## src/rtl/dz_countdown_if.sv

```systemverilog
// Button inputs and status outputs of the dz_countdown sequencer.
interface dz_countdown_if;
  logic       btn_start;
  logic       btn_pause;
  logic       btn_clr;
  logic [2:0] num;
  logic       running;
  logic       done;

  modport master (output btn_start, btn_pause, btn_clr, input num, running, done);
  modport slave  (input btn_start, btn_pause, btn_clr, output num, running, done);
endinterface

```

## src/rtl/dz_countdown.sv

```systemverilog
// Countdown sequencer: debounced start/pause/clear buttons drive a START_VAL..0
// down-counter stepping once every TICK_DIV clocks.
module dz_countdown #(
  parameter int         TICK_DIV        = 1000,
  parameter int         DEBOUNCE_CYCLES = 20,
  parameter logic [2:0] START_VAL       = 3'd5
) (
  input logic           clk,
  input logic           rst,
  dz_countdown_if.slave bus
);
  localparam int TW = (TICK_DIV > 1) ? $clog2(TICK_DIV) : 1;
  localparam int CW = $clog2(DEBOUNCE_CYCLES + 1);
  localparam logic [TW-1:0] TICK_LAST = TW'(TICK_DIV - 1);
  localparam logic [CW-1:0] DB_LAST   = CW'(DEBOUNCE_CYCLES - 1);

  localparam logic [1:0] ST_IDLE  = 2'd0;
  localparam logic [1:0] ST_RUN   = 2'd1;
  localparam logic [1:0] ST_PAUSE = 2'd2;
  localparam logic [1:0] ST_DONE  = 2'd3;

  logic [2:0]    raw_s;
  logic [2:0]    sync1_r;
  logic [2:0]    sync2_r;
  logic [2:0]    level_r;
  logic [2:0]    level_d_r;
  logic [2:0]    pulse_r;
  logic [CW-1:0] db_cnt_r [3];
  logic          p_start_s;
  logic          p_pause_s;
  logic          p_clr_s;

  logic [1:0]    state_r;
  logic [1:0]    state_nx_s;
  logic [2:0]    num_r;
  logic [2:0]    num_nx_s;
  logic [TW-1:0] tick_r;
  logic [TW-1:0] tick_nx_s;
  logic          running_r;
  logic          done_r;

  // Bit 0 start, bit 1 pause, bit 2 clear throughout the button path.
  assign raw_s     = {bus.btn_clr, bus.btn_pause, bus.btn_start};
  assign p_start_s = pulse_r[0];
  assign p_pause_s = pulse_r[1];
  assign p_clr_s   = pulse_r[2];

  // Synchronize, debounce and rising-edge detect every button.
  always_ff @(posedge clk or posedge rst) begin
    if (rst) begin
      sync1_r   <= 3'b000;
      sync2_r   <= 3'b000;
      level_r   <= 3'b000;
      level_d_r <= 3'b000;
      pulse_r   <= 3'b000;
      for (int i = 0; i < 3; i++) begin
        db_cnt_r[i] <= {CW{1'b0}};
      end
    end else begin
      sync1_r   <= raw_s;
      sync2_r   <= sync1_r;
      level_d_r <= level_r;
      pulse_r   <= level_r & ~level_d_r;
      for (int i = 0; i < 3; i++) begin
        if (sync2_r[i] != level_r[i]) begin
          if (db_cnt_r[i] == DB_LAST) begin
            level_r[i]  <= sync2_r[i];
            db_cnt_r[i] <= {CW{1'b0}};
          end else begin
            db_cnt_r[i] <= db_cnt_r[i] + CW'(1'b1);
          end
        end else begin
          db_cnt_r[i] <= {CW{1'b0}};
        end
      end
    end
  end

  // Next state: clear beats the terminal tick, which beats pause, which beats start.
  always_comb begin
    state_nx_s = state_r;
    num_nx_s   = num_r;
    tick_nx_s  = tick_r;
    if (p_clr_s) begin
      state_nx_s = ST_IDLE;
      num_nx_s   = START_VAL;
      tick_nx_s  = {TW{1'b0}};
    end else begin
      case (state_r)
        ST_IDLE: begin
          num_nx_s  = START_VAL;
          tick_nx_s = {TW{1'b0}};
          if (p_start_s) begin
            state_nx_s = ST_RUN;
          end else begin
            state_nx_s = ST_IDLE;
          end
        end
        ST_RUN: begin
          if (tick_r == TICK_LAST) begin
            tick_nx_s = {TW{1'b0}};
            num_nx_s  = (num_r == 3'd0) ? 3'd0 : num_r - 3'd1;
            if (num_r <= 3'd1) begin
              state_nx_s = ST_DONE;
            end else if (p_pause_s) begin
              state_nx_s = ST_PAUSE;
            end else begin
              state_nx_s = ST_RUN;
            end
          end else begin
            tick_nx_s = tick_r + TW'(1'b1);
            if (p_pause_s) begin
              state_nx_s = ST_PAUSE;
            end else begin
              state_nx_s = ST_RUN;
            end
          end
        end
        ST_PAUSE: begin
          if (p_start_s) begin
            state_nx_s = ST_RUN;
          end else begin
            state_nx_s = ST_PAUSE;
          end
        end
        ST_DONE: begin
          if (p_start_s) begin
            state_nx_s = ST_RUN;
            num_nx_s   = START_VAL;
            tick_nx_s  = {TW{1'b0}};
          end else begin
            state_nx_s = ST_DONE;
            num_nx_s   = 3'd0;
            tick_nx_s  = {TW{1'b0}};
          end
        end
        default: begin
          state_nx_s = ST_IDLE;
          num_nx_s   = START_VAL;
          tick_nx_s  = {TW{1'b0}};
        end
      endcase
    end
  end

  // State, count and status flags; flags decode the next state so they track it exactly.
  always_ff @(posedge clk or posedge rst) begin
    if (rst) begin
      state_r   <= ST_IDLE;
      num_r     <= START_VAL;
      tick_r    <= {TW{1'b0}};
      running_r <= 1'b0;
      done_r    <= 1'b0;
    end else begin
      state_r   <= state_nx_s;
      num_r     <= num_nx_s;
      tick_r    <= tick_nx_s;
      running_r <= (state_nx_s == ST_RUN);
      done_r    <= (state_nx_s == ST_DONE);
    end
  end

  assign bus.num     = num_r;
  assign bus.running = running_r;
  assign bus.done    = done_r;

endmodule
```

## src/flat_wrapper.sv

```systemverilog
// flat-port wrapper written by rule: the top's interface ports become plain ports
module dz_countdown_flat 
#(
  parameter int         TICK_DIV        = 1000,
  parameter int         DEBOUNCE_CYCLES = 20,
  parameter logic [2:0] START_VAL       = 3'd5
)
  (clk, rst, bus_btn_start, bus_btn_pause, bus_btn_clr, bus_num, bus_running, bus_done);
  dz_countdown_if bus_i ();
  input logic clk;
  input logic rst;
  input wire logic [$bits(bus_i.btn_start)-1:0] bus_btn_start;
  input wire logic [$bits(bus_i.btn_pause)-1:0] bus_btn_pause;
  input wire logic [$bits(bus_i.btn_clr)-1:0] bus_btn_clr;
  output wire logic [$bits(bus_i.num)-1:0] bus_num;
  output wire logic [$bits(bus_i.running)-1:0] bus_running;
  output wire logic [$bits(bus_i.done)-1:0] bus_done;
  assign bus_i.btn_start = bus_btn_start;
  assign bus_i.btn_pause = bus_btn_pause;
  assign bus_i.btn_clr = bus_btn_clr;
  assign bus_num = bus_i.num;
  assign bus_running = bus_i.running;
  assign bus_done = bus_i.done;
  dz_countdown #(.TICK_DIV(TICK_DIV), .DEBOUNCE_CYCLES(DEBOUNCE_CYCLES), .START_VAL(START_VAL)) u_core (.clk(clk), .rst(rst), .bus(bus_i));
endmodule
```

## config.mk

```make
export PLATFORM = sky130hd
export DESIGN_NAME = dz_countdown_flat
export DESIGN_NICKNAME = d
export VERILOG_FILES = /design/src/rtl/dz_countdown_if.sv /design/src/rtl/dz_countdown.sv /design/src/flat_wrapper.sv
export SDC_FILE = /design/constraint.sdc
export NUM_CORES = 1
export LEC_CHECK = 0
export CAP_MARGIN = 5
export CORE_UTILIZATION = 57
export DETAILED_ROUTE_END_ITERATION = 8
export MAX_ROUTING_LAYER = met4
export PLACE_DENSITY = 0.84
export SLEW_MARGIN = 25
export SYNTH_ARGS = -nofsm -noshare
export SYNTH_HDL_FRONTEND = slang
export SYNTH_SLANG_ARGS = --single-unit
```

## constraint.sdc

```tcl
create_clock -name clk -period 1.95 [get_ports clk]
set_input_delay 0.195 -clock clk [delete_from_list [all_inputs] [get_ports clk]]
set_output_delay 0.195 -clock clk [all_outputs]
set_load 0.02 [all_outputs]
```

Word-level counts from Yosys, hierarchy flattened
Index checks and enable logic that the tools add are counted.

Magnitude comparators: 1. Equality and inequality tests: 13. Reduce and logical (&&, ||, !) cells: 9. Mux-type cells: 22. Bitwise gates (word level): 2. Add/sub/neg operators: 5.

Operators with widths (number): $mux 5 (6); $mux 10 (2); $pmux 10 s2 (1); $add 5x1->5 const B (3); $eq 5x5->1 const B (3); $mux 2 (6); $mux 3 (4); $add 10x1->10 const B (1); $eq 10x10->1 const B (1); $pmux 3 s3 (1); $pmux 2 s4 (1); $reduce_and 2->1 (4); $eq 2x2->1 const B (3); $eq 2x1->1 const B (2); $reduce_bool 4->1 (1); $and 3x3->3 (1); $le 3x1->1 const B (1); $logic_not 3->1 (1); $ne 1x1->1 (3); $ne 3x1->1 const B (1); $not 3->3 (1); $reduce_bool 3->1 (1); $sub 3x1->3 const B (1); $logic_not 2->1 (1); other kinds (2) (2).

Logic and storage cells: 67. Input bits: 5. Register bits: 47. Output and inout bits: 5.

Depth between registers and ports, before layout
Depth after elaboration: 6. Mapped depth: 7. Depth with buffers taken out: 6.

Worst setup path before layout
OpenSTA, ideal clock, no wires.

Path type: register -> register. From: reg u_core.state_r[0]. To: reg u_core.tick_r[2]. Arrival time: 1565 ps. Setup slack: 308 ps. Cell stages (with the launch flop): 6. Cell sequence: dfrtp_1 -> inv_1 -> ha_1 -> buf_2 -> or4b_2 -> a21oi_1.

Word-level cells in the longest chain between the ends: 4. Elaborated cells on any way between the ends: 7. Classes of those cells: eq/ne: 2; mux: 2; reduce/logical: 3.

RTL lines: start, declared (RTL line dz_countdown.sv:33) `logic [1:0] state_r;`; start signal, assigned (RTL line dz_countdown.sv:155) `state_r <= state_nx_s;`; $eq 2x2->1 or $logic_not 2->1 (tied branches) (RTL line dz_countdown.sv:89) `case (state_r)`; $reduce_or 2->1 (no line); $pmux 10 s2 (RTL line dz_countdown.sv:89); $mux 10 (RTL line dz_countdown.sv:84) `if (p_clr_s) begin`; end signal, assigned (RTL line dz_countdown.sv:151) `tick_r <= {TW{1'b0}};`; end signal, assigned (RTL line dz_countdown.sv:157) `tick_r <= tick_nx_s;`; end, declared (RTL line dz_countdown.sv:37) `logic [TW-1:0] tick_r;`.

Parallel ways exist; a longest one is shown, timed or not. A chain may end at the register's enable or synchronous reset.

Worst setup path after layout
From: reg u_core.state_r[0]. To: reg u_core.done_r (netlist: u_core.bus.done).

Word-level cells in the longest chain between the ends: 4. Elaborated cells on any way between the ends: 7. Classes of those cells: eq/ne: 4; mux: 2; reduce/logical: 1.

RTL lines: $eq 2x2->1, or another cell as far along (RTL line dz_countdown.sv:89); $pmux 2 s4 (*) (RTL line dz_countdown.sv:89); $mux 2 (*) (RTL line dz_countdown.sv:84); $eq 2x2->1 (*) (RTL line dz_countdown.sv:159) `done_r <= (state_nx_s == ST_DONE);`; end signal, assigned (RTL line dz_countdown.sv:159); end, declared (RTL line dz_countdown.sv:40) `logic done_r;`.

Mark *: on every way between the ends. The rest lies on a longest branch, timed or not.

==> results.yml <==
logic_synthesis:
  syn_area_sq_um: 2168
  syn-num-nets: 207
  netlist_instances: 194
  postSynth.asyncResetShare_pct: 100.0
  yosysTopAreaCellShare_pct: 51.93
  synth_seq_cells: 47
  yosys.area.top_type: "dfrtp_1"
  synth_edf_count: 0
  yosysUniqueCellTypes: 44
  synthTopCellsByArea: "dfrtp_1 (52%), ha_1 (4.6%), xor2_1 (4.4%)"
  ys_top_cells_by_count: "dfrtp_1 (45), nor2_1 (23), nand2_1 (11), nand3_1 (11), xor2_1 (11)"
  avgSynthCellArea_sq_um: 11.18
  yosysSeqAreaShare_pct: 54.36
  ys.flop_type: "dfrtp_1"
  synth_warnings: 0
  yosys.cell_count.top_type: "dfrtp_1"
critical_path:
  crit_arrival_ns: 1.95
  crit_path_start_kind: "flop"
  cp.required_ns: 2.13
  reg2reg_to: "u_core.bus.done$_DFF_PP0_"
  critPathKind: "reg2reg"
  cp_max_fo: 14
  rr_startpoint: "u_core.state_r[0]$_DFF_PP0_"
  ff2ff_setup_slack_ns: 0.18
  cp-end-kind: "flop"
  worst-r2r-cell-count: 6
clock_network:
  ctsHoldBuffers: 0
  clk_pin_slew_ns: 0.09
  cts_made_buffers: 5
  cts-root-buf: "clkbuf_8"
  cts_tree: "built"
  clk_path_buf_depth: 2
  postCtsSetupBuffers: 0
  ctsHtreeMaxLevel: 2
  ctsResizeCount: 0
  clock-sinks: 47
  insertion_delay_ns: 0.30
route:
  drc: 0
  detail_route.wl_per_cell_um: 13.29
  vias_per_cell: 5.500
  vias: 1419
  drt_iter0_drc: 87
  drt-pass1-iter-count: 4
  drt_wl_total_um: 3428
  ant_nets: 0
layout:
  fin_util_pct: 66.40
  fin_nets: 222
  drive_gt1_share_pct: 12.86
  diodes: 0
  syn2layout_area_growth_pct: 12.12
floorplanning:
  core_sq_um: 3661
  fp.dieW_um: 63.68
  die_area_sq_um: 4055
  pin_count: 10
  start_util_pct: 59.23
  rows: 22
  fp.dieH_um: 63.68
timing:
  drv_slew: 0
  fin_skew_ns: 0.006919
  fmax_mhz: 566.0
  holdWs_ns: 0.2328
  rsz0062_at_grt: "false"
  setup-tns-final_ns: 0
  max-slew-margin-rel_pct: 67.87
  period_needed_ns: 1.767
  tightest_slew_ns: 0.4820
  setup_viol: 0
  finalHoldViolCount: 0
  period_share_pct: 90.61
global_route:
  grt_overflow: 0
  grt_pass1_vias: 1403
  grt_max_degree: 48
  grt_pass1_wl_um: 5996
  antenna_found_initial: 0
  grt_usage_pct: 20.22
place:
  dp.final_hpwl_um: 2434
  io_buffers: 9
  gp_congestion: 0.7909
power:
  power_density_nw_per_um2: 695.7
  peakVddDrop_mv: 0.6187
  cellLeakagePower_nw: 1.133
run:
  maxCapViolCount: 0
run_status:
  outcome: "complete, no violations"
worst_hold_path:
  hold_path.class: "in2async"
==> cells in the final DEF (no fill, tap or decap), types with 2 or more instances in the layout <==
| master | synthesis | layout |
|---|---|---|
| a31oi_1 | 3 | 3 |
| ha_1 | 8 | 8 |
| nand3_1 | 11 | 11 |
| o21ai_0 | 6 | 6 |
| clkbuf_8 | 0 | 6 |
| nor3b_1 | 2 | 2 |
| nand3b_1 | 3 | 3 |
| nand2_1 | 11 | 11 |
| nand4_1 | 3 | 3 |
| clkdlybuf4s50_1 | 0 | 9 |
| dfrtp_1 | 45 | 45 |
| a22oi_1 | 2 | 2 |
| nor2b_1 | 5 | 5 |
| nor3_1 | 3 | 3 |
| mux2i_1 | 2 | 2 |
| xnor2_1 | 4 | 4 |
| a21oi_1 | 7 | 7 |
| nand2b_1 | 4 | 4 |
| nor2_1 | 23 | 23 |
| xor2_1 | 11 | 11 |
| inv_1 | 9 | 8 |
| or4_1 | 2 | 2 |
| o21bai_1 | 3 | 3 |
| dfstp_2 | 2 | 2 |
| mux2_2 | 4 | 4 |
==> worst max-delay path, stage by stage, from the launching register on <==
cell      delay (ns)
dfrtp_1         0.38
inv_1           0.07
ha_1            0.37
o21ai_0         0.31
nand3b_1        0.12
o21ai_0         0.32
nor2_1          0.08
==> state kept, by name, indices dropped and copies added (netlist names), 3 cells and up <==
name and count:
u_core.pulse_r 3, u_core.level_d_r 3, u_core.bus.num 3, u_core.db_cnt_r 15
u_core.tick_r 10, u_core.sync2_r 3, u_core.level_r 3, u_core.sync1_r 3
==> metal layers <==
metal	up-vias	global-route usage (%)	routed length (um)
met4	0	11.93	90
li1	696	-	-
met2	20	32.18	1703
met5	-	-	0
met1	693	22.37	1520
met3	10	5.978	114
==> per-stage QoR <==
| step | area (sq um) | power (mW) | setup slack [ns] | std cells |
|---|---|---|---|---|
| floorplan | 2168 | 1.070 | 0.3076 | 194 |
| global placement | 2332 | 1.094 | 0.2787 | 250 |
| detailed placement | 2332 | 1.101 | 0.2289 | 250 |
| CTS | 2431 | 1.716 | 0.1649 | 258 |
| global route | 2431 | 1.761 | 0.05135 | 258 |
| finish | 2431 | 1.691 | 0.1831 | 258 |
==> area by class of cell <==
| type | instances | area, sq um |
|---|---|---|
| inverter | 9 | 33.78 |
| timing repair buffer | 11 | 117.6 |
| tap | 48 | 60.06 |
| clock buffer | 6 | 82.58 |
| clock inverter | 2 | 16.27 |
| sequential | 47 | 1179 |
| fill | 283 | 1230 |
| multi-input combinational | 135 | 942.2 |
==> cell families after synthesis <==
kind of cell | after synthesis | synth area share, %
buf+inv | 12 | 2.192
fa+ha+maj | 8 | 4.616
mux | 6 | 3.000
compound gates | 27 | 8.829
simple gates | 79 | 20.95
flops | 47 | 54.36
xor+xnor | 15 | 6.059
==> power by group <==
group | switching, mW | internal [mW]
registers | 0.0162 | 0.995
logic | 0.0377 | 0.0296
clock network | 0.324 | 0.289
total | 0.377 | 1.31
==> how the worst max path moves through the flow <==
stage	slack (ns)	end	from
2_1_floorplan	0.31	u_core.tick_r[2]$_DFFE_PP0P_	u_core.state_r[0]$_DFF_PP0_
3_3_place_gp	0.28	u_core.tick_r[8]$_DFFE_PP0P_	u_core.tick_r[0]$_DFFE_PP0P_
3_5_place_dp	0.23	u_core.tick_r[2]$_DFFE_PP0P_	u_core.state_r[0]$_DFF_PP0_
4_1_cts	0.16	u_core.bus.done$_DFF_PP0_	u_core.state_r[0]$_DFF_PP0_
5_1_grt	0.05	u_core.bus.running$_DFF_PP0_	u_core.state_r[0]$_DFF_PP0_
6_report	0.18	u_core.bus.done$_DFF_PP0_	u_core.state_r[0]$_DFF_PP0_
Power figures use the tool's default switching activity.
